File: config.mk
export PLATFORM = sky130hd
export DESIGN_NAME = fetch_sequencer
export DESIGN_NICKNAME = d
export VERILOG_FILES = /design/src/rtl/fetch_pkg.sv /design/src/rtl/sat_counter.sv /design/src/rtl/fetch_sequencer.sv
export SDC_FILE = /design/constraint.sdc
export NUM_CORES = 1
export LEC_CHECK = 0
export ABC_AREA = 0
export CORE_UTILIZATION = 34
export DETAILED_ROUTE_END_ITERATION = 8
export PLACE_DENSITY = 0.76
export SLEW_MARGIN = 40
export SYNTH_ARGS = -nofsm -noshare
export SYNTH_HDL_FRONTEND = slang
export SYNTH_SLANG_ARGS = --single-unit
File: constraint.sdc
create_clock -name clk -period 1.5 [get_ports clk]
set_input_delay 0.225 -clock clk [delete_from_list [all_inputs] [get_ports clk]]
set_output_delay 0.225 -clock clk [all_outputs]
set_load 0.05 [all_outputs]
File: src/rtl/fetch_pkg.sv
// Shared types and constants for the instruction fetch sequencer.
// Contents:
//   fetch_state_t   - fetch FSM states (StRun, StStall, StHalt)
//   NOP_INSTR       - instruction presented to decode when no valid fetch is held
//   DEF_ADDR_W      - default ROM word-address width
//   DEF_IMEM_DEPTH  - default ROM depth in words
package fetch_pkg;

  typedef enum logic [1:0] {
    StRun   = 2'd0,
    StStall = 2'd1,
    StHalt  = 2'd2
  } fetch_state_t;

  localparam logic [31:0] NOP_INSTR = 32'h0000_0013;

  localparam int unsigned DEF_ADDR_W     = 8;
  localparam int unsigned DEF_IMEM_DEPTH = 256;

endpackage

File: src/rtl/sat_counter.sv
// Saturating up-counter with enable.
// Ports:
//   clk    - clock, rising edge
//   rst    - asynchronous active-high reset, clears the count
//   en_i   - increment request for this edge
//   cnt_o  - current count; sticks at all-ones
module sat_counter #(
  parameter int unsigned CNT_W = 16
) (
  input  logic             clk,
  input  logic             rst,
  input  logic             en_i,
  output logic [CNT_W-1:0] cnt_o
);

  logic [CNT_W-1:0] cnt_q, cnt_d;

  always_comb begin
    cnt_d = cnt_q;
    if (en_i && (cnt_q != '1)) begin
      cnt_d = cnt_q + 1'b1;
    end
  end

  always_ff @(posedge clk or posedge rst) begin
    if (rst) begin
      cnt_q <= '0;
    end else begin
      cnt_q <= cnt_d;
    end
  end

  assign cnt_o = cnt_q;

endmodule

File: src/rtl/fetch_sequencer.sv
// Program-counter sequencer and fetch controller for a synchronous-read instruction ROM.
// Drives the ROM address/hold, tracks the one-cycle read latency and hands decode the
// fetched word with its PC and a valid flag. Handles hazard stalls and redirects (the word
// captured on the redirect edge is flushed).
// Build option: FETCH_HALT_ON_ZERO_EN - when defined, consuming an all-zero word halts
// fetch until reset or redirect; when undefined, zero is an ordinary word and halted=0.
// Ports:
//   clk, rst                      - clock, asynchronous active-high reset
//   hazard                        - stall request from the hazard unit
//   redirect_valid, redirect_addr - taken branch/jump and its target word address
//   imem_addr, imem_hold          - ROM word address and hold
//   imem_rdata                    - registered ROM read data
//   if_valid, if_pc, if_instr     - fetched word to decode (NOP when not valid)
//   stalled, halted               - FSM status
//   fetch_count                   - saturating count of consumed fetches
module fetch_sequencer
  import fetch_pkg::*;
#(
  parameter int unsigned ADDR_W     = DEF_ADDR_W,
  parameter int unsigned IMEM_DEPTH = DEF_IMEM_DEPTH,
  parameter int unsigned RESET_PC   = 0,
  parameter int unsigned CNT_W      = 16
) (
  input  logic              clk,
  input  logic              rst,
  input  logic              hazard,
  input  logic              redirect_valid,
  input  logic [ADDR_W-1:0] redirect_addr,
  output logic [ADDR_W-1:0] imem_addr,
  output logic              imem_hold,
  input  logic [31:0]       imem_rdata,
  output logic              if_valid,
  output logic [ADDR_W-1:0] if_pc,
  output logic [31:0]       if_instr,
  output logic              stalled,
  output logic              halted,
  output logic [CNT_W-1:0]  fetch_count
);

  fetch_state_t      state_q, state_d;
  logic [ADDR_W-1:0] pc_q, pc_d;
  logic [ADDR_W-1:0] if_pc_q, if_pc_d;
  logic              if_valid_q, if_valid_d;
  logic [ADDR_W-1:0] pc_inc;
  logic [ADDR_W-1:0] redir_pc;
  logic              zero_word;
  logic              consume;

  assign pc_inc   = (pc_q == ADDR_W'(IMEM_DEPTH - 1)) ? '0 : pc_q + 1'b1;
  assign redir_pc = ADDR_W'(32'(redirect_addr) % IMEM_DEPTH);

`ifdef FETCH_HALT_ON_ZERO_EN
  assign zero_word = (imem_rdata == 32'h0);
`else
  assign zero_word = 1'b0;
`endif

  // Decode consumes the held word when nothing stalls or flushes it. HALT always has
  // if_valid_q=0, so no state qualifier is needed.
  assign consume = if_valid_q & ~hazard & ~redirect_valid;

  always_comb begin
    state_d    = state_q;
    pc_d       = pc_q;
    if_pc_d    = if_pc_q;
    if_valid_d = if_valid_q;
    if (redirect_valid) begin
      // Word captured on this edge is from the wrong path.
      pc_d       = redir_pc;
      if_valid_d = 1'b0;
      state_d    = StRun;
    end else if (hazard && (state_q != StHalt)) begin
      state_d = StStall;
    end else if (state_q == StHalt) begin
      if_valid_d = 1'b0;
    end else if (if_valid_q && zero_word) begin
      state_d    = StHalt;
      if_valid_d = 1'b0;
    end else begin
      state_d    = StRun;
      if_pc_d    = pc_q;
      if_valid_d = 1'b1;
      pc_d       = pc_inc;
    end
  end

  always_ff @(posedge clk or posedge rst) begin
    if (rst) begin
      state_q    <= StRun;
      pc_q       <= ADDR_W'(RESET_PC);
      if_pc_q    <= ADDR_W'(RESET_PC);
      if_valid_q <= 1'b0;
    end else begin
      state_q    <= state_d;
      pc_q       <= pc_d;
      if_pc_q    <= if_pc_d;
      if_valid_q <= if_valid_d;
    end
  end

  sat_counter #(
    .CNT_W(CNT_W)
  ) u_fetch_cnt (
    .clk  (clk),
    .rst  (rst),
    .en_i (consume),
    .cnt_o(fetch_count)
  );

  assign imem_addr = pc_q;
  assign imem_hold = (hazard & ~redirect_valid) | (state_q == StHalt);
  assign if_valid  = if_valid_q;
  assign if_pc     = if_pc_q;
  assign if_instr  = if_valid_q ? imem_rdata : NOP_INSTR;
  assign stalled   = (state_q == StStall);

`ifdef FETCH_HALT_ON_ZERO_EN
  assign halted = (state_q == StHalt);
`else
  assign halted = 1'b0;
`endif

endmodule

==> run_results.csv <==
group,metric,value,unit
run_status,status,"complete, but fails checks",
run_status,failed_checks,"negative setup slack",
worst_setup_path,crit_slowest_cell,"dfrtp_4",
routing,routed_wl,6570,um
timing,timing.final.crit_share,106,%
logic_synthesis,syn_nets,236,
cts,clk_latency,0.29,ns
timing,relSlewSlack,63.1,%
global_routing,track_usage,22.7,%
logic_synthesis,synth_top_area_share,44.4,%
floorplanning,die_y,77.0,um
layout,antenna_cells,0,
place,place_area,3990,um^2
logic_synthesis,synth.avg_cell_area,10.1,um^2
timing,setup_viol,12,
layout,drive_gt1_share,57.4,%
worst_setup_path,cp.arrival,1.75,ns
worst_hold_path,min_path_type,"in2async",
timing,timing.fmax,0.627,GHz
cts,cts_sinks,34,
timing,hold_viol,0,
worst_setup_path,cp.required,1.66,ns
global_routing,grt_pass1_wl,10500,um
floorplanning,ios,112,
routing,vias,2063,
routing,dr.pass1.iters,5,
cts,clock-root-buffer,"clkbuf_8",
global_routing,antenna_found_initial,0,
routing,antenna_left,0,
layout,syn_to_final_growth,121,%
place,place_hpwl,4840,um
logic_synthesis,ys_top_cells_by_area,"dfrtp_1 44%, and2_1 9.8%, mux2_2 5.3%",
worst_setup_path,criticalPathCategory,"reg2reg",
worst_setup_path,endpoint_kind,"register",
worst_setup_path,critPathMaxFanout,5,
cts,clock_path_buffers,2,
power,p_per_area,946,nW/um^2
routing,avgViaCountPerCell,5.03,
floorplanning,die_x,77.0,um
routing,detail_route.iter0.violations,66,
layout,layout.nets,385,
logic_synthesis,yosysWarnings,0,
worst_setup_path,crit_chain,"ha_4 > nand4_1 > nor4_4 > buf_4 > nor3_2 > xor2_1",
logic_synthesis,syn_area,1910,um^2
logic_synthesis,synthArstFlopShare,100,%
global_routing,grt_pass1_vias,2014,
timing,rsz0062_at_grt,"yes",
timing,tightestPinTransition,0.550,ns
floorplanning,initial_core_util,36.3,%
worst_setup_path,critPathLaunchType,"register",
routing,wl_per_cell,16.0,um
flow_run,drv_cap,0,
power,p_total,4.01,mW
cts,postCtsHoldBufs,0,
global_routing,overflow,0,
timing,period_minus_slack,1.59,ns
logic_synthesis,synth.distinct_cells,43,
timing,slew_viol_final,0,
floorplanning,core.rowCount,26,
place,portBuffers,110,
layout,fin_area,4240,um^2
floorplanning,fp.coreArea,5270,um^2
logic_synthesis,syn-instance-count,190,
cts,path_clk_slew,0.07,ns
power,peakVddDrop,852,uV
cts,cts_tree,"done",
timing,setup_slack,-0.0943,ns
routing,drc,0,
power,leakage,1.84,nW
cts,cts_max_level,2,
worst_setup_path,crit_path_max_incr_delay,0.43,ns
logic_synthesis,yosysTopAreaCell,"dfrtp_1",
logic_synthesis,ys_ff_latch,34,
cts,numCtsBuffers,5,
logic_synthesis,ys_seq_area_share,44.4,%
global_routing,grt_max_degree,39,
logic_synthesis,ys_dominant_reg_cell,"dfrtp_1",
floorplanning,die_area,5930,um^2
layout,utilization,80.4,%
timing,clock_skew,0.00860,ns
logic_synthesis,synth_edf_count,0,
place,gp_congestion,0.852,
-- critical path, delay by kind of cell (launching register included) --
kind,cells,cell delay (ns)
fa+ha+maj,1,0.14
flops,1,0.43
xor+xnor,1,0.16
simple gates,3,0.52
buf+inv,1,0.22
-- placed cells by master (no fill, tap or decap), types with 3 or more instances in the layout --
cell              n
inv_1             4
clkbuf_8          5
buf_12           60
dfrtp_2          21
a21oi_1           8
clkdlybuf4s50_1  41
nor3_1            3
xor2_1           10
nand3_1          10
o21ai_0           8
nand2_1          10
mux2_2            8
a211oi_1          3
buf_4            46
nand2b_1          5
and2_4           13
nand4_1           5
and2_2           16
nor2_1            4
dfrtp_1          12
-- logic make-up (layout without fill, tap and decap cells) --
kind of cell,Yosys count,in the layout,share of synthesized area [%]
multiplexers,13,13,7.71
buffers and inverters,13,163,2.81
flip-flops,34,34,44.4
XOR/XNOR,12,12,5.49
adder cells (fa/ha/maj),2,2,1.31
other,1,1,0.196
AO/OA/AOI/OAI,28,28,9.54
AND/OR/NAND/NOR,87,87,28.5
-- synthesized netlist by cell type (all sizes together), types with 5 or more instances --
library cell and instances:
nand4 6, clkbuf 7, nand3 12, nor3 5, a21oi 9, o21ai 8, xor2 10, dfrtp 34
and2 30, mux2 11, nand2b 5, a211oi 5, nand2 12
-- per-layer routing --
metal  track usage [%]  vias to the layer above  share of wire (%)  wire (um)
met3              6.19                       11                6.8        446
li1                  -                      964                  -          -
met4              7.17                        0                1.8        121
met2              38.5                      104                 50       3260
met1              27.9                      984                 42       2740
met5                 0                        -                  0          0
-- stage by stage --
| step | setup TNS (ns) | worst slack [ns] | std cells | hold WS [ns] |
|---|---|---|---|---|
| 6_report | -0.704 | -0.0943 | 410 | 0.285 |
| 5_1_grt | -2.05 | -0.183 | 410 | 0.311 |
| 4_1_cts | -0.438 | -0.0765 | 407 | 0.296 |
| 3_5_place_dp | -7.69 | -0.510 | 395 | 0.492 |
| 3_3_place_gp | -6.19 | -0.432 | 395 | 0.485 |
| 2_1_floorplan | -1.32 | -0.279 | 190 | 0.342 |
-- flip-flops by register name (all words and copies together) (netlist names) --
register and flops:
if_valid 1, if_pc 8, state_q 1, imem_addr 8
u_fetch_cnt.cnt_o 16
-- path summary, 6_finish.rpt --
path                                                   from  slack [ns]  depth (start not counted)                                 to
max                        u_fetch_cnt.cnt_o[0]$_DFFE_PP0P_       -0.09                          6   u_fetch_cnt.cnt_o[9]$_DFFE_PP0P_
min                                                     rst        0.29                          3  u_fetch_cnt.cnt_o[10]$_DFFE_PP0P_
max reg2reg                u_fetch_cnt.cnt_o[0]$_DFFE_PP0P_       -0.09                          6   u_fetch_cnt.cnt_o[9]$_DFFE_PP0P_
min reg2reg                            if_pc[0]$_DFFE_PP0P_        0.51                          1               if_pc[0]$_DFFE_PP0P_
max in group asynchronous                               rst        1.00                          3   u_fetch_cnt.cnt_o[0]$_DFFE_PP0P_
min in group clk                             redirect_valid        0.37                          2               if_valid$_DFFE_PP0N_
-- timing repair --
item | CTS | global route
buffers inserted | 4 | 3
setup endpoints to repair | 47 | 37
gates cloned | 0 | 0
resized for setup | 11 | 12
pin swaps | 8 | 6
-- cell type report --
type                       instances  area (um^2)
timing repair buffer             151         2000
multi-input combinational        143         1150
fill                             313         1030
sequential                        34          881
tap                               70         87.6
clock buffer                       7         76.3
clock inverter                     1         30.0
inverter                           4         15.0
-- power breakdown --
| part | switching (mW) | leakage [nW] | internal (mW) |
|---|---|---|---|
| Sequential | 0.112 | 0.400 | 1.06 |
| Combinational | 1.06 | 1.39 | 0.948 |
| Clock | 0.327 | 0.0524 | 0.497 |
| Total | 1.50 | 1.84 | 2.50 |
No activity file was read; power rests on OpenSTA's default activity.
